===== src/rtl/quad_step_fsm.sv =====
// Quadrature Gray-code detent tracker: turns one full legal A/B cycle into a CW or CCW step.
// Also flags illegal two-bit jumps.
module quad_step_fsm (
    input  logic clk,
    input  logic reset,
    input  logic i_enc_a,
    input  logic i_enc_b,
    output logic o_step_cw_c,
    output logic o_step_ccw_c,
    output logic o_step_cw,
    output logic o_step_ccw,
    output logic o_err
);

    // Every state except SYNC implies the ab value last seen.
    typedef enum logic [2:0] {
        ST_SYNC = 3'd0,
        ST_REST = 3'd1,
        ST_CW1  = 3'd2,
        ST_CW2  = 3'd3,
        ST_CW3  = 3'd4,
        ST_CCW1 = 3'd5,
        ST_CCW2 = 3'd6,
        ST_CCW3 = 3'd7
    } state_t;

    state_t     r_state;
    state_t     w_next;
    logic       w_err_c;
    logic [1:0] w_ab;
    logic       r_step_cw;
    logic       r_step_ccw;
    logic       r_err;

    assign w_ab = {i_enc_a, i_enc_b};

    always_comb begin
        w_next       = r_state;
        o_step_cw_c  = 1'b0;
        o_step_ccw_c = 1'b0;
        w_err_c      = 1'b0;
        case (r_state)
            ST_SYNC: if (w_ab == 2'b00) w_next = ST_REST;
            ST_REST: case (w_ab)
                2'b01:   w_next = ST_CW1;
                2'b10:   w_next = ST_CCW1;
                2'b11:   w_err_c = 1'b1;
                default: ;
            endcase
            ST_CW1: case (w_ab)
                2'b11:   w_next = ST_CW2;
                2'b00:   w_next = ST_REST;
                2'b10:   w_err_c = 1'b1;
                default: ;
            endcase
            ST_CW2: case (w_ab)
                2'b10:   w_next = ST_CW3;
                2'b01:   w_next = ST_CW1;
                2'b00:   w_err_c = 1'b1;
                default: ;
            endcase
            ST_CW3: case (w_ab)
                2'b00: begin
                    w_next      = ST_REST;
                    o_step_cw_c = 1'b1;
                end
                2'b11:   w_next = ST_CW2;
                2'b01:   w_err_c = 1'b1;
                default: ;
            endcase
            ST_CCW1: case (w_ab)
                2'b11:   w_next = ST_CCW2;
                2'b00:   w_next = ST_REST;
                2'b01:   w_err_c = 1'b1;
                default: ;
            endcase
            ST_CCW2: case (w_ab)
                2'b01:   w_next = ST_CCW3;
                2'b10:   w_next = ST_CCW1;
                2'b00:   w_err_c = 1'b1;
                default: ;
            endcase
            ST_CCW3: case (w_ab)
                2'b00: begin
                    w_next       = ST_REST;
                    o_step_ccw_c = 1'b1;
                end
                2'b11:   w_next = ST_CCW2;
                2'b10:   w_err_c = 1'b1;
                default: ;
            endcase
            default: w_next = ST_SYNC;
        endcase
        // An illegal jump abandons any partial detent and forces resync at 00.
        if (w_err_c) w_next = ST_SYNC;
    end

    always_ff @(posedge clk) begin
        if (reset) begin
            r_state    <= ST_SYNC;
            r_step_cw  <= 1'b0;
            r_step_ccw <= 1'b0;
            r_err      <= 1'b0;
        end else begin
            r_state    <= w_next;
            r_step_cw  <= o_step_cw_c;
            r_step_ccw <= o_step_ccw_c;
            r_err      <= w_err_c;
        end
    end

    assign o_step_cw  = r_step_cw;
    assign o_step_ccw = r_step_ccw;
    assign o_err      = r_err;

endmodule


===== src/rtl/encoder_counter.sv =====
// Rotary encoder channel: detent decoder plus saturating/wrapping up/down count with clear.
module encoder_counter #(
    parameter int unsigned WIDTH      = 8,
    parameter int unsigned STEP       = 1,
    parameter int unsigned SATURATE   = 1,
    parameter int unsigned DIR_INVERT = 0
) (
    input  logic             clk,
    input  logic             reset,
    input  logic             enc_a,
    input  logic             enc_b,
    input  logic             clear,
    output logic [WIDTH-1:0] count,
    output logic             up_pulse,
    output logic             down_pulse,
    output logic             err_pulse
);

    localparam logic [WIDTH:0] STEP_X = (WIDTH+1)'(STEP);

    logic             w_cw_c;
    logic             w_ccw_c;
    logic             w_cw;
    logic             w_ccw;
    logic             w_err;
    logic             w_up_c;
    logic             w_down_c;
    logic [WIDTH:0]   w_sum;
    logic [WIDTH:0]   w_diff;
    logic [WIDTH-1:0] w_count_next;
    logic [WIDTH-1:0] r_count;

    quad_step_fsm u_fsm (
        .clk          (clk),
        .reset        (reset),
        .i_enc_a      (enc_a),
        .i_enc_b      (enc_b),
        .o_step_cw_c  (w_cw_c),
        .o_step_ccw_c (w_ccw_c),
        .o_step_cw    (w_cw),
        .o_step_ccw   (w_ccw),
        .o_err        (w_err)
    );

    // The counter consumes the same-cycle step so count and pulse land together.
    assign w_up_c   = (DIR_INVERT != 0) ? w_ccw_c : w_cw_c;
    assign w_down_c = (DIR_INVERT != 0) ? w_cw_c  : w_ccw_c;
    assign w_sum    = {1'b0, r_count} + STEP_X;
    assign w_diff   = {1'b0, r_count} - STEP_X;

    always_comb begin
        w_count_next = r_count;
        if (clear) begin
            w_count_next = '0;
        end else if (w_up_c) begin
            if ((SATURATE != 0) && w_sum[WIDTH]) w_count_next = '1;
            else                                 w_count_next = w_sum[WIDTH-1:0];
        end else if (w_down_c) begin
            if ((SATURATE != 0) && w_diff[WIDTH]) w_count_next = '0;
            else                                  w_count_next = w_diff[WIDTH-1:0];
        end
    end

    always_ff @(posedge clk) begin
        if (reset) r_count <= '0;
        else       r_count <= w_count_next;
    end

    assign count      = r_count;
    assign up_pulse   = (DIR_INVERT != 0) ? w_ccw : w_cw;
    assign down_pulse = (DIR_INVERT != 0) ? w_cw  : w_ccw;
    assign err_pulse  = w_err;

endmodule

===== config.mk =====
export PLATFORM = sky130hd
export DESIGN_NAME = encoder_counter
export DESIGN_NICKNAME = d
export VERILOG_FILES = /design/src/rtl/quad_step_fsm.sv /design/src/rtl/encoder_counter.sv
export SDC_FILE = /design/constraint.sdc
export NUM_CORES = 1
export LEC_CHECK = 0
export ABC_CLOCK_PERIOD_IN_PS = 5000
export CELL_PAD_IN_SITES_DETAIL_PLACEMENT = 1
export CELL_PAD_IN_SITES_GLOBAL_PLACEMENT = 2
export CORE_MARGIN = 4
export CORE_UTILIZATION = 33
export CTS_CLUSTER_SIZE = 12
export DETAILED_ROUTE_END_ITERATION = 16
export GPL_ROUTABILITY_DRIVEN = 1
export GPL_TIMING_DRIVEN = 0
export PLACE_DENSITY_LB_ADDON = 0.1
export SETUP_SLACK_MARGIN = 0.2
export SLEW_MARGIN = 25
export SYNTH_ARGS = -nofsm -noshare
export SYNTH_HDL_FRONTEND = slang
export SYNTH_SLANG_ARGS = --single-unit

===== constraint.sdc =====
create_clock -name clk -period 5 [get_ports clk]
set_input_delay 0.5 -clock clk [delete_from_list [all_inputs] [get_ports clk]]
set_output_delay 0.5 -clock clk [all_outputs]
set_load 0.005 [all_outputs]

=== Yosys cells after proc, flatten, opt, wreduce, memory -nomap -nowiden ===
Index checks and enable logic that the tools add are counted.

* Flip-flop bits (word level): 14
* Input port bits: 5
* Output and inout bits: 11
* Logic and storage cells: 52

* Reduce and logical (&&, ||, !) cells: 11
* Equal/unequal tests: 16
* $add $sub $neg: 2
* Muxes and demuxes: 18

{| class="wikitable"
|+ Operators with widths
! cell !! count
|-
| $mux 8 || 4
|-
| $pmux 3 s2 || 5
|-
| $pmux 3 s6 || 1
|-
| $reduce_or 2->1 || 7
|-
| $eq 3x3->1 const B || 4
|-
| $ne 3x1->1 const B || 4
|-
| $add 8x1->9 const B || 1
|-
| $sub 8x1->9 const B || 1
|-
| $eq 3x2->1 const B || 2
|-
| $mux 1 || 6
|-
| $reduce_and 6->1 || 1
|-
| $eq 2x2->1 const B || 2
|-
| $pmux 1 s4 || 1
|-
| $eq 3x1->1 const B || 1
|-
| $logic_not 3->1 || 1
|-
| $mux 3 || 1
|-
| $ne 3x2->1 const B || 1
|-
| $eq 2x1->1 const B || 1
|-
| $logic_not 2->1 || 1
|-
| $ne 2x1->1 const B || 1
|-
| $reduce_bool 2->1 || 1
|}

=== Depth between registers and ports, before layout ===
Gate-level depths: netlist of run 1.

* Depth in word-level cells: 5
* Gate-level depth with buffers: 8
* Gate-level depth less buffers: 7

=== By module ===
A second synthesis of run 1 with hierarchy kept.

* Cells, all modules: 154
* Area total of the unflattened synthesis: 1186.1 µm²

{| class="wikitable"
|+ Modules (own cells, without submodules)
! module !! times used !! cells each !! area each (µm²)
|-
| encoder_counter || 1 || 87 || 688.2
|-
| quad_step_fsm || 1 || 67 || 498.0
|}

=== Least setup slack after synthesis of run 1 ===
No wires, ideal clock.

* Path type: input-to-reg
* Start: input enc_a
* End: register r_count[4], in the netlist count[4]
* Setup slack: 3088 ps
* Cell stages on the path: 8
* Library setup time: 78 ps
* Data arrival time: 1834 ps
* Cell sequence: inv_1 ha_1 nor4bb_1 buf_6 a21oi_1 o21a_1 or3b_1 a32oi_1

* Cells in the longest elaborated chain, start to end: 4
* Elaborated cells on any way between the ends: 6

{| class="wikitable"
|+ Ends and longest elaborated chain
! what !! line !! RTL
|-
| from (decl) || encoder_counter.sv:10 || <nowiki>input logic enc_a,</nowiki>
|-
| $logic_not 2->1 (*) || quad_step_fsm.sv:62, quad_step_fsm.sv:83 ||
|-
| $mux 1 (*) || quad_step_fsm.sv:62, quad_step_fsm.sv:83 ||
|-
| $mux 1 || quad_step_fsm.sv:42 || <nowiki>case (r_state)</nowiki>
|-
| $mux 8 or $reduce_bool 2->1 (tied branches) || -- ||
|-
| to (signal assigned) || encoder_counter.sv:66 || <nowiki>else r_count <= w_count_next;</nowiki>
|-
| to (decl) || encoder_counter.sv:31 || <nowiki>logic [WIDTH-1:0] r_count;</nowiki>
|}

Mark *: on every way between the ends. The rest lies on a longest branch, timed or not.
A chain may end at the register's enable or synchronous reset.

=== Worst setup path after layout of run 1 ===
Ends and elaborated chain as after synthesis.

==> tab_implementation.tex, run 1 <==
\begin{tabular}{lr}
\hline
Metric & Value \\
\hline
\multicolumn{2}{l}{\textbf{Clock network}} \\
Hold-fix buffers, CTS & 0 \\
Clock slew at the register clock pins of the worst setup and hold paths & 100 ps \\
Buffer depth of the longest clock path & 2 \\
Num CTS Buffers & 3 \\
Number of gates resized after CTS & 0 \\
TritonCTS clock tree & yes \\
Clk Latency, worst-skew pair & roughly 290 ps \\
Buffer count from post-CTS setup fixing & 0 \\
Htree depth & 1 \\
Count of clock tree sinks & 14 \\
Cell at the root of the clock tree & clkbuf\_4 \\
\multicolumn{2}{l}{\textbf{Setup path}} \\
Startpoint class of the critical path & input pin \\
Required time of the critical path & 5220 ps \\
Arrival time of data at the critical path endpoint & 2650 ps \\
Maximum fanout along the worst path & 8 \\
Setup slack of the worst register-to-register path & 2880 ps \\
Type of destination of the critical path & flop \\
Crit Path Category & input pin to flop \\
Endpoint of the lowest-slack register-to-register path & count[4] \\
Startpoint of the worst register-to-register path & count[0] \\
Logic depth of the worst register-to-register path & 7 \\
\multicolumn{2}{l}{\textbf{Floorplanning}} \\
Area of the core & 3360 µm² \\
Initial Util & 34.4\% \\
Width of the chip & $\sim$67 µm \\
Row cnt & 21 \\
Number of top-level pins & 16 \\
Die Y-Extent & 67.2 µm \\
Die Outline Area & $\sim$4500 µm² \\
\multicolumn{2}{l}{\textbf{Timing}} \\
Measured slew at the worst slew-check pin & $\sim$570 ps \\
Final max-slew violation count & 0 \\
Number of endpoints failing setup at the final stage & 0 \\
Post-layout worst setup margin & 2570 ps \\
Final setup skew & between 15 and 20 ps \\
F\_max & 411 MHz \\
Period utilisation layout & between 40\% and 50\% \\
Final critical delay including setup and external delays & 2430 ps \\
Unrepaired setup endpoints after global routing & no \\
Endpoints failing hold & 0 \\
Sum Neg Setup Slack & 0 ps \\
Worst slew margin relative to its limit & 61.9\% \\
\multicolumn{2}{l}{\textbf{Synthesis}} \\
Syn Nets & 162 \\
Post-Syn Instances & between 150 and 200 \\
Yosys warning count & 0 \\
Cell area after synthesis & 1160 µm² \\
Synth Area per Inst & between 7 and 8 µm² \\
Flop and latch count out of synthesis & 14 \\
Number of different library cells in the post-synthesis netlist & 48 \\
Proportion of synthesized flip-flops having asynchronous set or reset & 0\% \\
Dominant register cell in the synthesized netlist & dfxtp\_1 \\
Number of enable flip-flop cells after synthesis & 0 \\
Post-synthesis sequential area ratio & 24.2\% \\
\multicolumn{2}{l}{\textbf{Pwr}} \\
Leakage & 0.485 nW \\
Fraction of power consumed by the clock network & 31.5\% \\
Cell-internal power & 0.000189 W \\
Switching portion of total power & 29.6\% \\
Relative contribution of sequential cells to total power & $\sim$44\% \\
Part of the total power dissipated in combinational logic & 24.3\% \\
Worst supply voltage drop on vdd & around 0.12 mV \\
Power Density & 191 nW/µm² \\
Sw Pwr & roughly 0.000079 W \\
\multicolumn{2}{l}{\textbf{Detailed routing}} \\
Wire per inst & 15.2 µm \\
Detailed-route wire length & between 3 and 4 mm \\
Post-route DRC violation count & 0 \\
Number of vias in the routed layout & 1197 \\
Vias per inst & between 5 and 6 \\
Count of nets left with antenna violations after detail routing & 0 \\
Number of detailed-route iterations in the first pass & 4 \\
1st-iter DRT viols & between 80 and 90 \\
\multicolumn{2}{l}{\textbf{Min path}} \\
Hold Path Sink & count[5] \\
Worst Min Path Start & count[5] \\
Hold path depth & 1 \\
Min-delay worst type & flop to flop \\
\multicolumn{2}{l}{\textbf{Global routing}} \\
Total gr overflow & 0 \\
Busiest metal layer after global routing & met1 \\
M3 GR Usage & 3.99\% \\
Number of antenna violations at the first check in global routing & 0 \\
Maximum number of pins on one net before global-route repair & 11 \\
Met1 Track Usage GR & 25.5\% \\
Total routing resource utilization after global routing & 16.7\% \\
Met2 Resource Use GR & 23.2\% \\
Number of global-route vias before repair & 1151 \\
Global-route wire length before repair & 5.72 mm \\
\multicolumn{2}{l}{\textbf{Place}} \\
Placer's final routability congestion estimate & just under 0.9 \\
Number of port buffers & 15 \\
Total placed cells including tap cells & 212 \\
Post-Place Worst Slack & roughly 2300 ps \\
Sum of net half-perimeters after detailed placement & 2.61 mm \\
\multicolumn{2}{l}{\textbf{Job}} \\
Max-Cap Viols & 0 \\
\multicolumn{2}{l}{\textbf{Run status}} \\
Run status & complete, no violations \\
\multicolumn{2}{l}{\textbf{Layout}} \\
Commonest non-fill, non-tap cell in the layout & clkdlybuf4s50\_1 \\
Inserted Diodes & 0 \\
Share of final-layout standard cells stronger than drive strength 1 & 11.8\% \\
Fin nets & 182 \\
Post-Layout Cell Count & around 220 \\
Area grow syn2layout & 21.1\% \\
Leading cell types in the layout, fill and taps excluded & 15 x clkdlybuf4s50\_1, 14 x nor2\_1, 14 x dfxtp\_1 \\
\hline
\end{tabular}
-- routing by layer --
| layer | vias up | wire length [µm] |
|---|---|---|
| met5 | - | 0 |
| met4 | 0 | 19 |
| met3 | 2 | 134 |
| met2 | 24 | 1320 |
| met1 | 570 | 1810 |
| li1 | 601 | - |
-- power groups by stage --
stage	clock network [W]	registers (W)	logic, W
5_1_grt	0.0000933	0.000119	0.0000732
4_1_cts	0.0000895	0.000119	0.0000652
6_report	0.0000843	0.000118	0.0000652
2_1_floorplan	0	0.000120	0.0000456
3_5_place_dp	0	0.000121	0.0000650
3_3_place_gp	0	0.000121	0.0000639
-- stage by stage --
stage	cell area [µm²]	hold slack [ps]	power [W]	utilization, %
after floorplan	1160	510	0.000166	-
after global placement	1360	542	0.000185	40.6
after detailed placement	1360	558	0.000186	40.6
after CTS	1400	580	0.000273	41.6
after global routing	1400	623	0.000286	41.6
final	1400	565	0.000268	41.6
-- critical path, stage by stage --
cell and delay [ps]:
clkdlybuf4s50_1 450, inv_1 100, ha_1 290, nand2_2 130, nor3_2 500, nand2_1 130, or3b_1 390, a32oi_1 160
-- cells in the mapped netlist (2+ instances only) --
| master | instances | area (µm²) |
|---|---|---|
| inv_1 | 7 | 26.3 |
| a31oi_1 | 2 | 12.5 |
| nand3_1 | 8 | 40.0 |
| a21oi_1 | 10 | 50.1 |
| and4_1 | 2 | 17.5 |
| or2_2 | 2 | 12.5 |
| nand2_1 | 10 | 37.5 |
| nor3_1 | 3 | 15.0 |
| ha_1 | 6 | 75.1 |
| nand4_1 | 3 | 18.8 |
| and2_1 | 2 | 12.5 |
| o31a_1 | 2 | 17.5 |
| o21ai_0 | 12 | 60.1 |
| nor2_1 | 14 | 52.6 |
| or3b_1 | 2 | 17.5 |
| nor2b_1 | 3 | 18.8 |
| nand2b_1 | 3 | 18.8 |
| dfxtp_1 | 14 | 280 |
| mux2_2 | 3 | 33.8 |
| nand4b_1 | 2 | 17.5 |
| a221oi_1 | 2 | 17.5 |
| xor2_1 | 2 | 17.5 |
| buf_2 | 5 | 25.0 |
| buf_6 | 2 | 22.5 |
| o22ai_1 | 4 | 25.0 |
| o31ai_1 | 4 | 30.0 |
-- cell families (layout without fill, tap and decap cells) --
logic type | Yosys count | count (layout) | share of synthesized area [%]
adder cells (fa/ha/maj) | 7 | 7 | 7.36
multiplexers | 4 | 4 | 3.79
AND/OR/NAND/NOR | 62 | 62 | 29.3
buffers and inverters | 15 | 34 | 6.71
flip-flops | 14 | 14 | 24.2
XOR/XNOR | 3 | 3 | 2.27
AO/OA/AOI/OAI | 46 | 46 | 26.3
-- worst max path at each step --
stage / from / to / slack [ps] / depth (start not counted)
floorplan: enc_a / count[4] / 3090 / 8
global placement: enc_a / count[4] / 2340 / 8
detailed placement: enc_a / count[4] / 2280 / 8
CTS: enc_a / count[4] / 2590 / 8
global route: enc_a / count[4] / 2450 / 8
finish: enc_a / count[4] / 2570 / 8
-- state kept, by name, summed over array words and instances, names as in the netlist --
name,count
u_fsm.o_step_cw,1
count,8
u_fsm.o_step_ccw,1
u_fsm.r_state,3
u_fsm.o_err,1
-- cell type report --
| type | instances | area, µm² |
|---|---|---|
| multi-input combinational | 122 | 798 |
| timing repair buffer | 15 | 150 |
| sequential | 14 | 280 |
| clock buffer | 4 | 36.3 |
| fill | 445 | 1960 |
| buffer | 8 | 51.3 |
| inverter | 7 | 26.3 |
| tap | 46 | 57.6 |
No activity file was read; power rests on OpenSTA's default activity.
==> inputs of run 2 (changes only) <==
--- a/config.mk
+++ b/config.mk
@@ -5,11 +5,11 @@
 export SDC_FILE = /design/constraint.sdc
 export NUM_CORES = 1
 export LEC_CHECK = 0
-export ABC_CLOCK_PERIOD_IN_PS = 5000
+export ABC_CLOCK_PERIOD_IN_PS = 2000
 export CELL_PAD_IN_SITES_DETAIL_PLACEMENT = 1
 export CELL_PAD_IN_SITES_GLOBAL_PLACEMENT = 2
 export CORE_MARGIN = 4
-export CORE_UTILIZATION = 33
+export CORE_UTILIZATION = 28
 export CTS_CLUSTER_SIZE = 12
 export DETAILED_ROUTE_END_ITERATION = 16
 export GPL_ROUTABILITY_DRIVEN = 1
==> constraint.sdc (replaced) <==
create_clock -name clk -period 2 [get_ports clk]
set_input_delay 0.2 -clock clk [delete_from_list [all_inputs] [get_ports clk]]
set_output_delay 0.2 -clock clk [all_outputs]
set_load 0.005 [all_outputs]
==> tab_implementation.tex, run 2 (synthesized netlist as in run 1, its figures left out) <==
\begin{tabular}{lr}
\hline
Metric & Value \\
\hline
\multicolumn{2}{l}{\textbf{Layout}} \\
Area grow syn2layout & 38.5\% \\
Inserted Diodes & 0 \\
Fin nets & between 150 and 200 \\
Post-Layout Cell Count & 227 \\
Filler cell count in the final layout & 480 \\
Commonest non-fill, non-tap cell in the layout & nor2\_1 \\
Leading cell types in the layout, fill and taps excluded & 14 x nor2\_1, 13 x clkdlybuf4s50\_1, 12 x o21ai\_0, 12 x dfxtp\_1, 10 x nand2\_1 \\
Number of flip-flops in the largest register & 8 \\
Share of final-layout standard cells stronger than drive strength 1 & 24.3\% \\
Post-route design area & 1600 µm² \\
\multicolumn{2}{l}{\textbf{Timing}} \\
Worst slew margin relative to its limit & 71.4\% \\
Number of endpoints failing setup at the final stage & 0 \\
Sum Neg Setup Slack & 0 ps \\
Endpoints failing hold & 0 \\
Final setup skew & approximately 6.1 ps \\
Post-layout worst setup margin & around 250 ps \\
Final max-slew violation count & 0 \\
Final-layout worst hold slack & 596 ps \\
F\_max & roughly 570 MHz \\
Final critical delay including setup and external delays & 1750 ps \\
Unrepaired setup endpoints after global routing & yes \\
Measured slew at the worst slew-check pin & 425 ps \\
Period utilisation layout & 87.3\% \\
\multicolumn{2}{l}{\textbf{Pwr}} \\
Power Density & 482 nW/µm² \\
Worst supply voltage drop on vdd & 0.229 mV \\
Leakage & 0.555 nW \\
\multicolumn{2}{l}{\textbf{Global routing}} \\
Total gr overflow & 0 \\
Global-route wire length before repair & 6.44 mm \\
Maximum number of pins on one net before global-route repair & 11 \\
Number of global-route vias before repair & 1293 \\
Total routing resource utilization after global routing & between 10\% and 20\% \\
Number of antenna violations at the first check in global routing & 0 \\
\multicolumn{2}{l}{\textbf{Min path}} \\
Min-delay worst type & flop to flop \\
Worst Min Path Start & count[0] \\
Hold Path Sink & count[0] \\
Hold path depth & 2 \\
\multicolumn{2}{l}{\textbf{Detailed routing}} \\
Wire length the detailed router placed on met1 & 1.95 mm \\
Post-route DRC violation count & 0 \\
Wire per inst & 16.2 µm \\
Sum of met3 wire segment lengths after detailed routing & 116 µm \\
Highest metal layer with signal wires & met4 \\
Number of vias in the routed layout & 1245 \\
Met2 layer wire length in the routed design & 1.55 mm \\
Vias per inst & 5.48 \\
Count of nets left with antenna violations after detail routing & 0 \\
1st-iter DRT viols & 43 \\
Detailed-route wire length & 3.68 mm \\
Number of detailed-route iterations in the first pass & 4 \\
\multicolumn{2}{l}{\textbf{Floorplanning}} \\
Die Outline Area & 5220 µm² \\
Number of top-level pins & 16 \\
Width of the chip & 72.3 µm \\
Initial Util & between 20 and 30\% \\
Area of the core & 4000 µm² \\
Row cnt & 23 \\
Die Y-Extent & 72.3 µm \\
\multicolumn{2}{l}{\textbf{Clock network}} \\
Hold-fix buffers, CTS & 0 \\
Clock slew at the register clock pins of the worst setup and hold paths & $\sim$60 ps \\
Num CTS Buffers & 3 \\
TritonCTS clock tree & yes \\
Clk Latency, worst-skew pair & about 250 ps \\
Htree depth & 1 \\
Count of clock tree sinks & 14 \\
Buffer depth of the longest clock path & 2 \\
Cell at the root of the clock tree & clkbuf\_8 \\
\multicolumn{2}{l}{\textbf{Setup path}} \\
Worst-path cell chain & xor2\_1 -> or2\_2 -> o21a\_1 -> or3b\_1 -> a32oi\_1 \\
Logic depth of the worst register-to-register path & 5 \\
Delay of the slowest cell on the worst path & around 480 ps \\
Maximum fanout along the worst path & 6 \\
Endpoint of the lowest-slack register-to-register path & count[4] \\
Startpoint of the worst register-to-register path & u\_fsm.r\_state[0] \\
Slowest stage cell, crit path & dfxtp\_1 \\
CP top delay family & simple AND/OR/NAND/NOR gates \\
Arrival time of data at the critical path endpoint & 1930 ps \\
Required time of the critical path & $\sim$2200 ps \\
Setup slack of the worst register-to-register path & 250 ps \\
Crit Path Category & flop to flop \\
Startpoint class of the critical path & flop \\
Critical path buffers and inverters & 0 \\
Type of destination of the critical path & flop \\
\multicolumn{2}{l}{\textbf{Run status}} \\
Run status & complete, no violations \\
\multicolumn{2}{l}{\textbf{Place}} \\
Placer's final routability congestion estimate & around 0.85 \\
Number of port buffers & 15 \\
Post-Place Worst Slack & -451 ps \\
DP Area & 1370 µm² \\
Total placed cells including tap cells & approximately 220 \\
Sum of net half-perimeters after detailed placement & 2.62 mm \\
\multicolumn{2}{l}{\textbf{Job}} \\
Max-Cap Viols & 0 \\
\hline
\end{tabular}
[run 2: cell types whose count changed in the layout (fill, tap and decap cells not counted), moves of 2 or more]
cell / delta
buf_4: +7
ha_1: -4
clkbuf_4: -3
clkbuf_8: +3
inv_1: -3
inv_2: +3
clkdlybuf4s50_1: -2
dfxtp_1: -2
dlygate4sd2_1: +2
ha_2: +2
ha_4: +2
o22ai_1: -2
[run 2: metal layers]
layer,track usage (%),vias to the layer above
met2,21.7,19
met1,23.4,608
met5,0,-
met4,5.64,0
li1,-,611
met3,2.22,7
[run 2: area by class of cell]
cell class / count / area (µm²) / share of cell area, %
buffer: 8 / 51.3 / 3.20
multi-input combinational: 122 / 921 / 57.5
tap: 50 / 62.6 / 3.91
sequential: 14 / 285 / 17.8
timing repair buffer: 22 / 200 / 12.5
clock buffer: 4 / 55.1 / 3.44
inverter: 7 / 26.3 / 1.64
[run 2: how the worst max path moves through the flow]
stage	start	end	slack, ps	cells past startpoint
global route	count[0]	count[4]	170	8
floorplan	count[1]	count[4]	240	7
detailed placement	enc_a	count[4]	-450	8
global placement	enc_a	count[4]	-430	8
finish	u_fsm.r_state[0]	count[4]	250	5
CTS	count[0]	count[4]	200	7
[run 2: worst reg2reg max path: cells and delay by family, from the launching register on]
kind             cells  cell delay, ps
flip-flops           1             480
XOR/XNOR             1             340
AND/OR/NAND/NOR      2             560
AO/OA/AOI/OAI        2             300
[run 2: what timing repair did]
action / CTS / global route
setup buffers: 5 / 2
resized for setup: 20 / 8
pin swaps: 2 / 2
setup endpoints to repair: 11 / 6
[run 2: power by group]
part	total [W]	switching [W]	internal [W]
clock	0.000286	0.000111	0.000175
combinational	0.000189	0.000101	0.0000874
sequential	0.000298	0.0000107	0.000287
total	0.000772	0.000223	0.000549
[run 2: per-stage QoR]
step | util, % | power (W)
after floorplan | - | 0.000415
after global placement | 34.3 | 0.000464
after detailed placement | 34.3 | 0.000465
after CTS | 38.8 | 0.000771
after global routing | 40.0 | 0.000808
final | 40.0 | 0.000772
==> inputs of run 3 (changes only) <==
--- a/config.mk
+++ b/config.mk
@@ -5,7 +5,6 @@
 export SDC_FILE = /design/constraint.sdc
 export NUM_CORES = 1
 export LEC_CHECK = 0
-export ABC_CLOCK_PERIOD_IN_PS = 2000
 export CELL_PAD_IN_SITES_DETAIL_PLACEMENT = 1
 export CELL_PAD_IN_SITES_GLOBAL_PLACEMENT = 2
 export CORE_MARGIN = 4
==> results of run 3 <==
Same layout as run 2: the final DEF is identical, and so are final timing and power.
==> edit (config.mk and constraints of run 2) <==
Encoding of `state_t`: now Gray code (3 bits for 8 states).
--- a/src/rtl/quad_step_fsm.sv
+++ b/src/rtl/quad_step_fsm.sv
@@ -14,14 +14,14 @@
 
     // Every state except SYNC implies the ab value last seen.
     typedef enum logic [2:0] {
-        ST_SYNC = 3'd0,
-        ST_REST = 3'd1,
-        ST_CW1  = 3'd2,
-        ST_CW2  = 3'd3,
-        ST_CW3  = 3'd4,
-        ST_CCW1 = 3'd5,
-        ST_CCW2 = 3'd6,
-        ST_CCW3 = 3'd7
+        ST_SYNC = 3'b000,
+        ST_REST = 3'b001,
+        ST_CW1  = 3'b011,
+        ST_CW2  = 3'b010,
+        ST_CW3  = 3'b110,
+        ST_CCW1 = 3'b111,
+        ST_CCW2 = 3'b101,
+        ST_CCW3 = 3'b100
     } state_t;
 
     state_t     r_state;
Function: same outputs for any inputs over 10 cycles, from zero or initial values and one cycle with reset high; not proved beyond that.
==> edit against run 2 <==
Die area up 5.6%. Wire length up 3.0%. Area after synthesis up 6.3%. Non-clock buffer count unchanged. Via count up 2.2%. Highest routed layer unchanged. Sequential cell count unchanged. Final cell count up 1.8%. Worst setup slack better by 0.068 ns. Cell area down 0.94%.
Power is not compared: it rests on default switching activity, and its combinational part moved more than twofold at a synthesized area within 25%.
==> edit: results (changes against run 2) <==
Route
The DRC violation total after the first TritonRoute iteration is 44 (+2.3%). The met2 wire length is 1685 um (+8.6%). The average detailed-routed wire length per instance was 16.43 um (+1.2%). The amount of wire on met3 after detailed routing came to 132 um (+14%).

Cells and area
The number of fillers in the final layout is 504 (+5.0%). The final cell count without fillers came to 231 (+1.8%). The multi-input gate area in the final layout is 908.4 sq um (-1.4%).

The total number of nets in the final design came to 193 (+2.1%).

Worst setup path
The maximum single-stage delay on the critical path is 0.42 ns (-0.06 ns). The critical path data arrival time was 1.82 ns (-0.11 ns). The maximum fanout encountered on the critical timing path is 9 (+3). The cell with the largest stage delay on the worst path is sky130_fd_sc_hd__or3b_4.

Global routing
The number of global-route vias before repair is 1375 (+6.3%). The all-layer global routing usage was 0.1576 (+0.003447).

Synthesis
The commonest cells after synthesis are sky130_fd_sc_hd__nor2_1, sky130_fd_sc_hd__nand2_1, sky130_fd_sc_hd__dfxtp_1. The number of distinct library cells after synthesis is 51 (+6.3%). The portion of the post-synthesis area used by sequential elements is 0.2281 (-0.01432).

The post-synth net total is 170 (+4.9%). Yosys attributes the largest share of cell area to sky130_fd_sc_hd__dfxtp_1, sky130_fd_sc_hd__ha_1, sky130_fd_sc_hd__nor2_1, sky130_fd_sc_hd__nand2_1, sky130_fd_sc_hd__o21ai_0.

Placement
The worst slack at placement is -0.2982 ns (+0.1528 ns). The post-placement cell count is 224 (+3.7%). The cell area after placement is 1441 sq um (+5.2%). The last weighted congestion value of the routability-driven placer was 0.7993 (-5.7%). The half-perimeter wire length after placement is 2837 um (+8.3%).

STA
The worst max-slew margin expressed relative to the limit is 0.6609 (-0.05355). The clock tree skew after final layout is 0.001115 ns (-0.004939 ns).

Status
The flow ran to the end, and the final reports show no timing, DRC or antenna violations.
[edit: layout make-up]
| cell class | count | share of cell area |
|---|---|---|
| multi-input combinational | 128 | 0.5726 |
| sequential | 14 | 0.1782 |
| timing repair buffer | 18 | 0.1073 |
| buffer | 12 | 0.05599 |
| tap | 50 | 0.03943 |
| clock buffer | 4 | 0.03470 |
| inverter | 5 | 0.01183 |
[edit: kinds of logic after synthesis]
logic type | Yosys count | synth area share
DFF | 14 | 0.2281
adders and majority gates | 6 | 0.06110
buffers and inverters | 17 | 0.07841
muxes | 6 | 0.05295
and+or+nand+nor | 72 | 0.3289
xor gates and xnor gates | 3 | 0.02139
AOI/OAI and AO/OA | 41 | 0.2291
[edit: worst paths after layout]
check        startpoint       end  slack (ns)  cells past startpoint
min               clear  count[0]        0.56                      2
max reg2reg    count[0]  count[6]        0.32                      6
max            count[0]  count[6]        0.32                      6
min reg2reg    count[0]  count[0]        0.59                      2
[edit: what timing repair did]
action                                  4_1_cts  5_1_grt
hold buffers                                  0        0
gates resized for setup                      15        9
pin swaps                                     1        0
endpoints found under the hold margin         0        0
setup buffers                                 3        0
endpoints found under the setup margin       11        8
[edit: power by group]
part / switching, mW / internal (mW) / leakage (nW)
Sequential: 0.0298 / 0.302 / 0.114
Clock: 0.115 / 0.175 / 0.0288
Combinational: 0.220 / 0.208 / 0.485
Total: 0.365 / 0.685 / 0.627
[edit: routing by layer]
| metal | global-route usage | up-vias |
|---|---|---|
| met5 | 0 | - |
| met4 | 0.02964 | 0 |
| met3 | 0.03514 | 2 |
| met2 | 0.2470 | 21 |
| met1 | 0.2237 | 624 |
| li1 | - | 626 |
